$ cat config.mk
export PLATFORM = sky130hd
export DESIGN_NAME = f2c_dma_sched
export DESIGN_NICKNAME = d
export VERILOG_FILES = /design/src/rtl/f2c_dma_sched.sv
export SDC_FILE = /design/constraint.sdc
export NUM_CORES = 1
export LEC_CHECK = 0
export ABC_AREA = 1
export CAP_MARGIN = 30
export CORE_MARGIN = 2
export CORE_UTILIZATION = 40
export DETAILED_ROUTE_END_ITERATION = 7
export PLACE_DENSITY = 0.95
export SLEW_MARGIN = 20
export SYNTH_ARGS = -nofsm -noshare
export SYNTH_HDL_FRONTEND = slang
export SYNTH_SLANG_ARGS = --single-unit
export TNS_END_PERCENT = 10
$ cat constraint.sdc
create_clock -name clk_in -period 3.4 [get_ports clk_in]
set_clock_uncertainty 0.1 [all_clocks]
set_input_delay 0.51 -clock clk_in [delete_from_list [all_inputs] [get_ports clk_in]]
set_output_delay 0.51 -clock clk_in [all_outputs]
set_load 0.01 [all_outputs]
$ cat src/rtl/f2c_dma_sched.sv
// Purpose : FPGA->CPU DMA sequencer; packs upstream QWs into 128-byte MWr chunks for the host
//           F2C ring, then posts the new write pointer to the host metrics buffer.
// Latency : data is a combinational pass-through in SEND_DATA. A chunk needs 2 cycles from
//           IDLE to its header request, plus the grant wait.
// Backpressure: f2cReady_out follows txReady_in while a data TLP is open. Upstream is
//           stalled while the ring is full against rdPtr_in.
// Ports   : clk_in/reset_in (sync, active-high); dmaEnable_in, f2cBase_in, mtrBase_in and
//           rdPtr_in are host registers; f2cData/Valid/Ready form the upstream stream;
//           txReq/Grant/Addr/LenDW form the header side; txData/Valid/Ready form the payload side;
//           wrPtr_out is the ring write pointer.
// Option  : define F2C_TLP_COUNT_EN to add tlpCount_out and a 2-DW metrics write.
module f2c_dma_sched #(
    parameter int CHUNK_IDX_W  = 4,
    parameter int QW_PER_CHUNK = 16
) (
    input  logic                   clk_in,
    input  logic                   reset_in,
    input  logic                   dmaEnable_in,
    input  logic [28:0]            f2cBase_in,
    input  logic [28:0]            mtrBase_in,
    input  logic [CHUNK_IDX_W-1:0] rdPtr_in,
    input  logic [63:0]            f2cData_in,
    input  logic                   f2cValid_in,
    output logic                   f2cReady_out,
    output logic                   txReq_out,
    input  logic                   txGrant_in,
    output logic [31:0]            txAddr_out,
    output logic [5:0]             txLenDW_out,
    output logic [63:0]            txData_out,
    output logic                   txValid_out,
    input  logic                   txReady_in,
`ifdef F2C_TLP_COUNT_EN
    output logic [31:0]            tlpCount_out,
`endif
    output logic [CHUNK_IDX_W-1:0] wrPtr_out
);

    localparam int BEAT_W = $clog2(QW_PER_CHUNK);
    localparam logic [BEAT_W-1:0]      BEAT_ONE  = BEAT_W'(1);
    localparam logic [BEAT_W-1:0]      BEAT_LAST = BEAT_W'(QW_PER_CHUNK - 1);
    localparam logic [CHUNK_IDX_W-1:0] PTR_ONE   = CHUNK_IDX_W'(1);
`ifdef F2C_TLP_COUNT_EN
    localparam logic [5:0]             MTR_LEN   = 6'd2;
`else
    localparam logic [5:0]             MTR_LEN   = 6'd1;
`endif

    typedef enum logic [2:0] {
        S_IDLE,
        S_WAIT_SPACE,
        S_REQ_DATA,
        S_SEND_DATA,
        S_REQ_MTR,
        S_SEND_MTR
    } state_t;

    state_t                   state;
    logic [CHUNK_IDX_W-1:0]   wr_ptr;
    logic [BEAT_W-1:0]        beat_cnt;
    logic                     tx_req;
    logic [31:0]              tx_addr;
    logic [5:0]               tx_len;

    logic [CHUNK_IDX_W-1:0]   wr_ptr_inc;
    logic                     ring_full;
    logic [31:0]              data_addr;
    logic                     beat_fire;
    logic [63:0]              mtr_payload;

    assign wr_ptr_inc = wr_ptr + PTR_ONE;
    // One slot stays empty so that a full ring can be told apart from an empty one.
    // rdPtr_in is used live, not registered.
    assign ring_full  = (wr_ptr_inc == rdPtr_in);
    // 32-bit wrapping sum: a ring placed near the top of memory wraps through address 0.
    assign data_addr  = {f2cBase_in, 3'b000} + (32'(wr_ptr) << 7);
    assign beat_fire  = f2cValid_in && txReady_in;

`ifdef F2C_TLP_COUNT_EN
    logic [31:0] tlp_cnt;
    logic [31:0] tlp_cnt_next;
    assign tlp_cnt_next = tlp_cnt + 32'd1;
    // wr_ptr already holds the post-increment value while in SEND_MTR.
    assign mtr_payload  = {tlp_cnt_next, 32'(wr_ptr)};
    assign tlpCount_out = tlp_cnt;
`else
    assign mtr_payload  = {32'h0, 32'(wr_ptr)};
`endif

    always_ff @(posedge clk_in) begin
        if (reset_in) begin
            state    <= S_IDLE;
            wr_ptr   <= '0;
            beat_cnt <= '0;
            tx_req   <= 1'b0;
            tx_addr  <= '0;
            tx_len   <= '0;
`ifdef F2C_TLP_COUNT_EN
            tlp_cnt  <= '0;
`endif
        end else begin
            case (state)
                S_IDLE: begin
                    if (!dmaEnable_in) begin
                        wr_ptr  <= '0;
`ifdef F2C_TLP_COUNT_EN
                        tlp_cnt <= '0;
`endif
                    end else if (f2cValid_in) begin
                        state <= S_WAIT_SPACE;
                    end
                end
                S_WAIT_SPACE: begin
                    // Only state where a disable takes effect before a TLP starts.
                    if (!dmaEnable_in) begin
                        state  <= S_IDLE;
                        wr_ptr <= '0;
                    end else if (!ring_full) begin
                        state   <= S_REQ_DATA;
                        tx_req  <= 1'b1;
                        tx_addr <= data_addr;
                        tx_len  <= 6'd32;
                    end
                end
                S_REQ_DATA: begin
                    if (txGrant_in) begin
                        state  <= S_SEND_DATA;
                        tx_req <= 1'b0;
                    end
                end
                S_SEND_DATA: begin
                    if (beat_fire) begin
                        if (beat_cnt == BEAT_LAST) begin
                            beat_cnt <= '0;
                            wr_ptr   <= wr_ptr_inc;
                            state    <= S_REQ_MTR;
                            tx_req   <= 1'b1;
                            tx_addr  <= {mtrBase_in, 3'b000};
                            tx_len   <= MTR_LEN;
                        end else begin
                            beat_cnt <= beat_cnt + BEAT_ONE;
                        end
                    end
                end
                S_REQ_MTR: begin
                    if (txGrant_in) begin
                        state  <= S_SEND_MTR;
                        tx_req <= 1'b0;
                    end
                end
                S_SEND_MTR: begin
                    if (txReady_in) begin
                        state   <= S_IDLE;
`ifdef F2C_TLP_COUNT_EN
                        tlp_cnt <= tlp_cnt_next;
`endif
                    end
                end
                default: state <= S_IDLE;
            endcase
        end
    end

    // Payload path is combinational, so an upstream stall shows up as an immediate txValid_out drop.
    always_comb begin
        f2cReady_out = 1'b0;
        txValid_out  = 1'b0;
        txData_out   = '0;
        case (state)
            S_SEND_DATA: begin
                f2cReady_out = txReady_in;
                txValid_out  = f2cValid_in;
                txData_out   = f2cData_in;
            end
            S_SEND_MTR: begin
                txValid_out  = 1'b1;
                txData_out   = mtr_payload;
            end
            default: ;
        endcase
    end

    assign txReq_out   = tx_req;
    assign txAddr_out  = tx_addr;
    assign txLenDW_out = tx_len;
    assign wrPtr_out   = wr_ptr;

endmodule
## Yosys cells after proc, flatten, opt, wreduce, memory -nomap -nowiden

Cells that the tools add are included.
W data, S select, Z words.

- Bits in registers: 50
- Logic and storage cells: 74

- Add/sub/neg operators: 3
- Equality and inequality tests: 19
- Multiplexer cells: 34
- Reduce and logical (&&, ||, !) cells: 12

Operator list:

| cell | count |
|---|---|
| $mux W32 | 4 |
| $pmux W64 S2 | 1 |
| $pmux W32 S2 | 1 |
| $add A32 B11 Y32 | 1 |
| $mux W3 | 9 |
| $mux W6 | 4 |
| $ne A2 B2 Y1 const B | 10 |
| $pmux W3 S6 | 1 |
| $mux W4 | 4 |
| $pmux W6 S2 | 1 |
| $add A4 B1 Y4 const B | 2 |
| $pmux W4 S2 | 1 |
| $reduce_and A8 Y1 | 1 |
| $eq A3 B2 Y1 const B | 2 |
| $eq A3 B3 Y1 const B | 2 |
| $mux W1 | 6 |
| $reduce_and A6 Y1 | 1 |
| $reduce_and A5 Y1 | 1 |
| $eq A4 B4 Y1 | 1 |
| $eq A4 B4 Y1 const B | 1 |
| $reduce_and A4 Y1 | 1 |
| $reduce_bool A2 Y1 | 2 |
| $reduce_or A2 Y1 | 2 |
| $eq A3 B1 Y1 const B | 1 |
| 8 further kinds | 8 |

## Longest topological paths before layout

- Depth in word-level cells: 5
- Gate-level depth with buffers: 14

## Worst setup path after synthesis

No wires, ideal clock.

- Kind: in2reg
- Start point: input f2cBase_in[4]
- End point: register tx_addr[15] (netlist: txAddr_out[15])
- Library setup time: 113 ps
- Arrival time: 1943 ps
- Data required time: 3187 ps
- Path slack: 1244 ps
- Cell stages on the path: 11
- Buffers on the path: 0
- Cell sequence: ha_1 > fa_1 > nand2_1 > nand2_1 > nand3_1 > nor2_1 > or2_2 > nand3_1 > nand2_1 > nor2_1 > nor2_1

- Longest elaborated chain between the ends: 4

Ends and longest elaborated chain:

| item | line | text |
|---|---|---|
| start, declared | 19 | `input logic [28:0] f2cBase_in,` |
| $add A32 B11 Y32 | 75 | `assign data_addr = {f2cBase_in, 3'b000} + (32'(wr_ptr) << 7);` |
| $mux W32 | 117 | `end else if (!ring_full) begin` |
| $mux W32 | 114 | `if (!dmaEnable_in) begin` |
| $pmux W32 S2 | 101 | `case (state)` |
| end signal, assigned | 120 | `tx_addr <= data_addr;` |
| end signal, assigned | 137 | `tx_addr <= {mtrBase_in, 3'b000};` |
| end, declared | 61 | `logic [31:0] tx_addr;` |

Every way passes these cells. The select of a mux whose other input is x is not followed.
A chain may end at the register's enable or synchronous reset.

## Worst setup path in the final report

- Start point: register state[2]
- End point: output txData_out[16]

- Longest elaborated chain between the ends: 2
- Elaborated cells on any way between the ends: 3
- Those cells by class: 2 x eq/ne; 1 x mux

Ends and longest elaborated chain:

| item | line | text |
|---|---|---|
| start, declared | 57 | `state_t state;` |
| start signal, assigned | 91 | `state <= S_IDLE;` |
| start signal, assigned | 109 | `state <= S_WAIT_SPACE;` |
| start signal, assigned | 115 | `state <= S_IDLE;` |
| $eq A3 B3 Y1 / $eq A3 B2 Y1 (equally long branches) | 168 | `case (state)` |
| $pmux W64 S2 * | 168 |  |
| end, declared | 29 | `output logic [63:0] txData_out,` |

Every way passes the cells marked *; elsewhere a longest branch is shown, timed or not.

==> flow_metrics.tcl <==
set metrics [dict create \
    grt_pass1_wl_um 21000 \
    slew_viol_final 0 \
    synthMuxAreaShare_pct 0 \
    cts_buffer_depth 2 \
    viasPerCell 4.74 \
    seq_area_frac_synth_pct 23.9 \
    dieHeight_um 98.9 \
    max-vdd-ir-drop_mv 0.341 \
    ios 241 \
    crit_path_end_kind "output pin" \
    synth_area_um2 3610 \
    antenna_cells 0 \
    dp_hpwl_um 10400 \
    synth_largest_area_cell "dfxtp_1" \
    drive_above_1_share_pct 4.40 \
    critical_path_arrival_ps 2230 \
    synth_top_area_share_pct 23.9 \
    fill_cells 744 \
    min_period_over_period_pct 83.6 \
    crit_chain "inv_2 > nand3_4 > buf_4 > nor2_1 > clkdlybuf4s50_1" \
    area_growth_pct 67.9 \
    rsz0062_at_grt "no" \
    outcome "finished clean" \
    max_stage_delay_ps 540 \
    clock-root-buffer "clkbuf_8" \
    worst_slew_pin_slew_ps 661 \
    fp-row-count 34 \
    overflow 0 \
    yosys_warnings 0 \
    max-slew-margin-rel_pct 55.9 \
    synth_compound_area_share_pct 9.96 \
    die_area_um2 9790 \
    cp_max_fo 71 \
    ys_types 37 \
    postSynth.asyncResetShare_pct 0 \
    cts_tree "yes" \
    ys_ff_latch 43 \
    multiInputGateArea_um2 2180 \
    p_leak_nw 2.80 \
    routabilityCongestion 0.942 \
    crit_slowest_cell "buf_4" \
    required_ps 2790 \
    critPathLaunchType "flip-flop" \
    numCtsBuffers 5 \
    drv_cap 0 \
    clkSlewWorstSetupHoldPaths_ps 100 \
    dr.first_iter.drc_count 194 \
    drt_first_pass_iters 5 \
    pwr_density_cell_nw_per_um2 441 \
    grt_pass1_vias 4427 \
    worst_hold_slack_ps 372 \
    coreArea_um2 8720 \
    post_cts_buffers 0 \
    hold_viol_final 0 \
    synth-simple-area-share_pct 46.2 \
    synth_top_flop_cell "dfxtp_1" \
    layout_common_cells "233 x clkdlybuf4s50_1, 172 x nand2_1, 167 x nor2_1, 101 x inv_1, 43 x dfxtp_1" \
    setup_violations 0 \
    start_util_pct 41.3 \
    cts_resized 0 \
    grt_util_all_layers_pct 26.1 \
    fmax_mhz 352 \
    fin_tns_setup_ps 0 \
    synth.avg_cell_area_um2 5.41 \
    cts.htree.levels 2 \
    die_w_um 98.9 \
    ctsHoldBuffers 0 \
    insertion_delay_ps 310 \
    yosys.area_share.adder_pct 2.64 \
    syn_inst 666 \
    drt_wl_total_um 13100 \
    synth_xor_area_share_pct 0.729 \
    synth_edf_count 0 \
    critPathKind "flip-flop to output pin" \
    synth_top_family_by_area "simple AND/OR/NAND/NOR gates" \
    vias 4709 \
    detail_route.wl_per_cell_um 13.1 \
    hold_path.class "flip-flop to flip-flop" \
    ant_nets 0 \
    grt_max_degree 72 \
    nets 1024 \
    layout_commonest_cell "clkdlybuf4s50_1" \
    port_buffers 233 \
    regArea_um2 861 \
    fin_crit_ps 2840 \
    cts_sinks 43 \
    antenna_found_initial 0 \
    route.detailed.drc 0 \
    yosys-top-cells-area "dfxtp_1 24%, nand2_1 18%, nor2_1 17%" \
]
through the flow:
step	utilization (%)	cell area, µm²	power, mW	std cells	worst slack (ps)
after CTS	69.4	6050	2.68	994	536
after floorplan	-	3630	1.62	672	1240
after detailed placement	68.4	5960	2.32	986	643
after global routing	69.4	6050	2.87	994	360
after global placement	68.4	5960	2.29	986	689
final	69.4	6050	2.67	994	558
layer usage:
metal,GRT usage [%],routed length (µm),up-vias
met2,44.1,6290,187
met4,6.11,187,0
met3,5.25,1010,21
li1,-,-,2434
met1,34.1,5560,2067
met5,0,0,-
logic make-up after synthesis:
| logic type | Yosys count |
|---|---|
| adder cells (fa/ha/maj) | 7 |
| AND/OR/NAND/NOR | 403 |
| flip-flops | 43 |
| buffers and inverters | 141 |
| AO/OA/AOI/OAI | 68 |
| other | 1 |
| XOR/XNOR | 3 |
state kept, by name, indices dropped and copies added (netlist names):
| name | flops |
|---|---|
| txReq_out | 1 |
| state | 3 |
| txLenDW_out | 2 |
| txAddr_out | 29 |
| wrPtr_out | 4 |
| beat_cnt | 4 |
cell type report:
class | instances | share of cell area (%)
clock inverters | 3 | 0.393
clock buffers | 5 | 1.14
inverters | 109 | 6.80
well taps | 108 | 2.23
flip-flops and latches | 43 | 14.2
multi-input cells | 488 | 36.1
repair buffers | 238 | 39.1
worst max-delay path: cells and delay by family (launching register included):
family                 cells  cell delay (ps)
buffers and inverters      3             1180
flip-flops                 1              510
AND/OR/NAND/NOR            2              200
path summary, 6_finish.rpt:
| check | from | end | slack (ps) | cells past startpoint |
|---|---|---|---|---|
| worst max-delay path | state[2]$_SDFFE_PP0P_ | txData_out[16] | 560 | 5 |
| worst min-delay path | txAddr_out[20]$_SDFFE_PP0P_ | txAddr_out[20]$_SDFFE_PP0P_ | 370 | 2 |
| worst max register to register | state[2]$_SDFFE_PP0P_ | state[2]$_SDFFE_PP0P_ | 790 | 11 |
| worst min register to register | txAddr_out[20]$_SDFFE_PP0P_ | txAddr_out[20]$_SDFFE_PP0P_ | 370 | 2 |
where the power goes:
group	leakage (nW)	switching [mW]	internal (mW)
Combinational	2.41	0.817	0.736
Sequential	0.352	0.111	0.654
Clock	0.0408	0.203	0.147
cells in the mapped netlist, types with 2 or more instances:
cell type    n
a211oi_1     2
nand3b_1     7
inv_1      101
nand4_1      3
nor2_1     167
o21ai_1     22
o31ai_1      2
nand3_1     29
xnor2_1      2
or2_2        6
a21oi_1     20
ha_1         6
dfxtp_1     43
nor2_2       4
o21ai_0     18
buf_2        9
buf_4       12
nand2_2      2
inv_2        7
nor3_1       5
and2_1       3
nor2_4       2
nand2_1    172
buf_1        4
clkbuf_1     6
(Power assumes the default switching activity.)
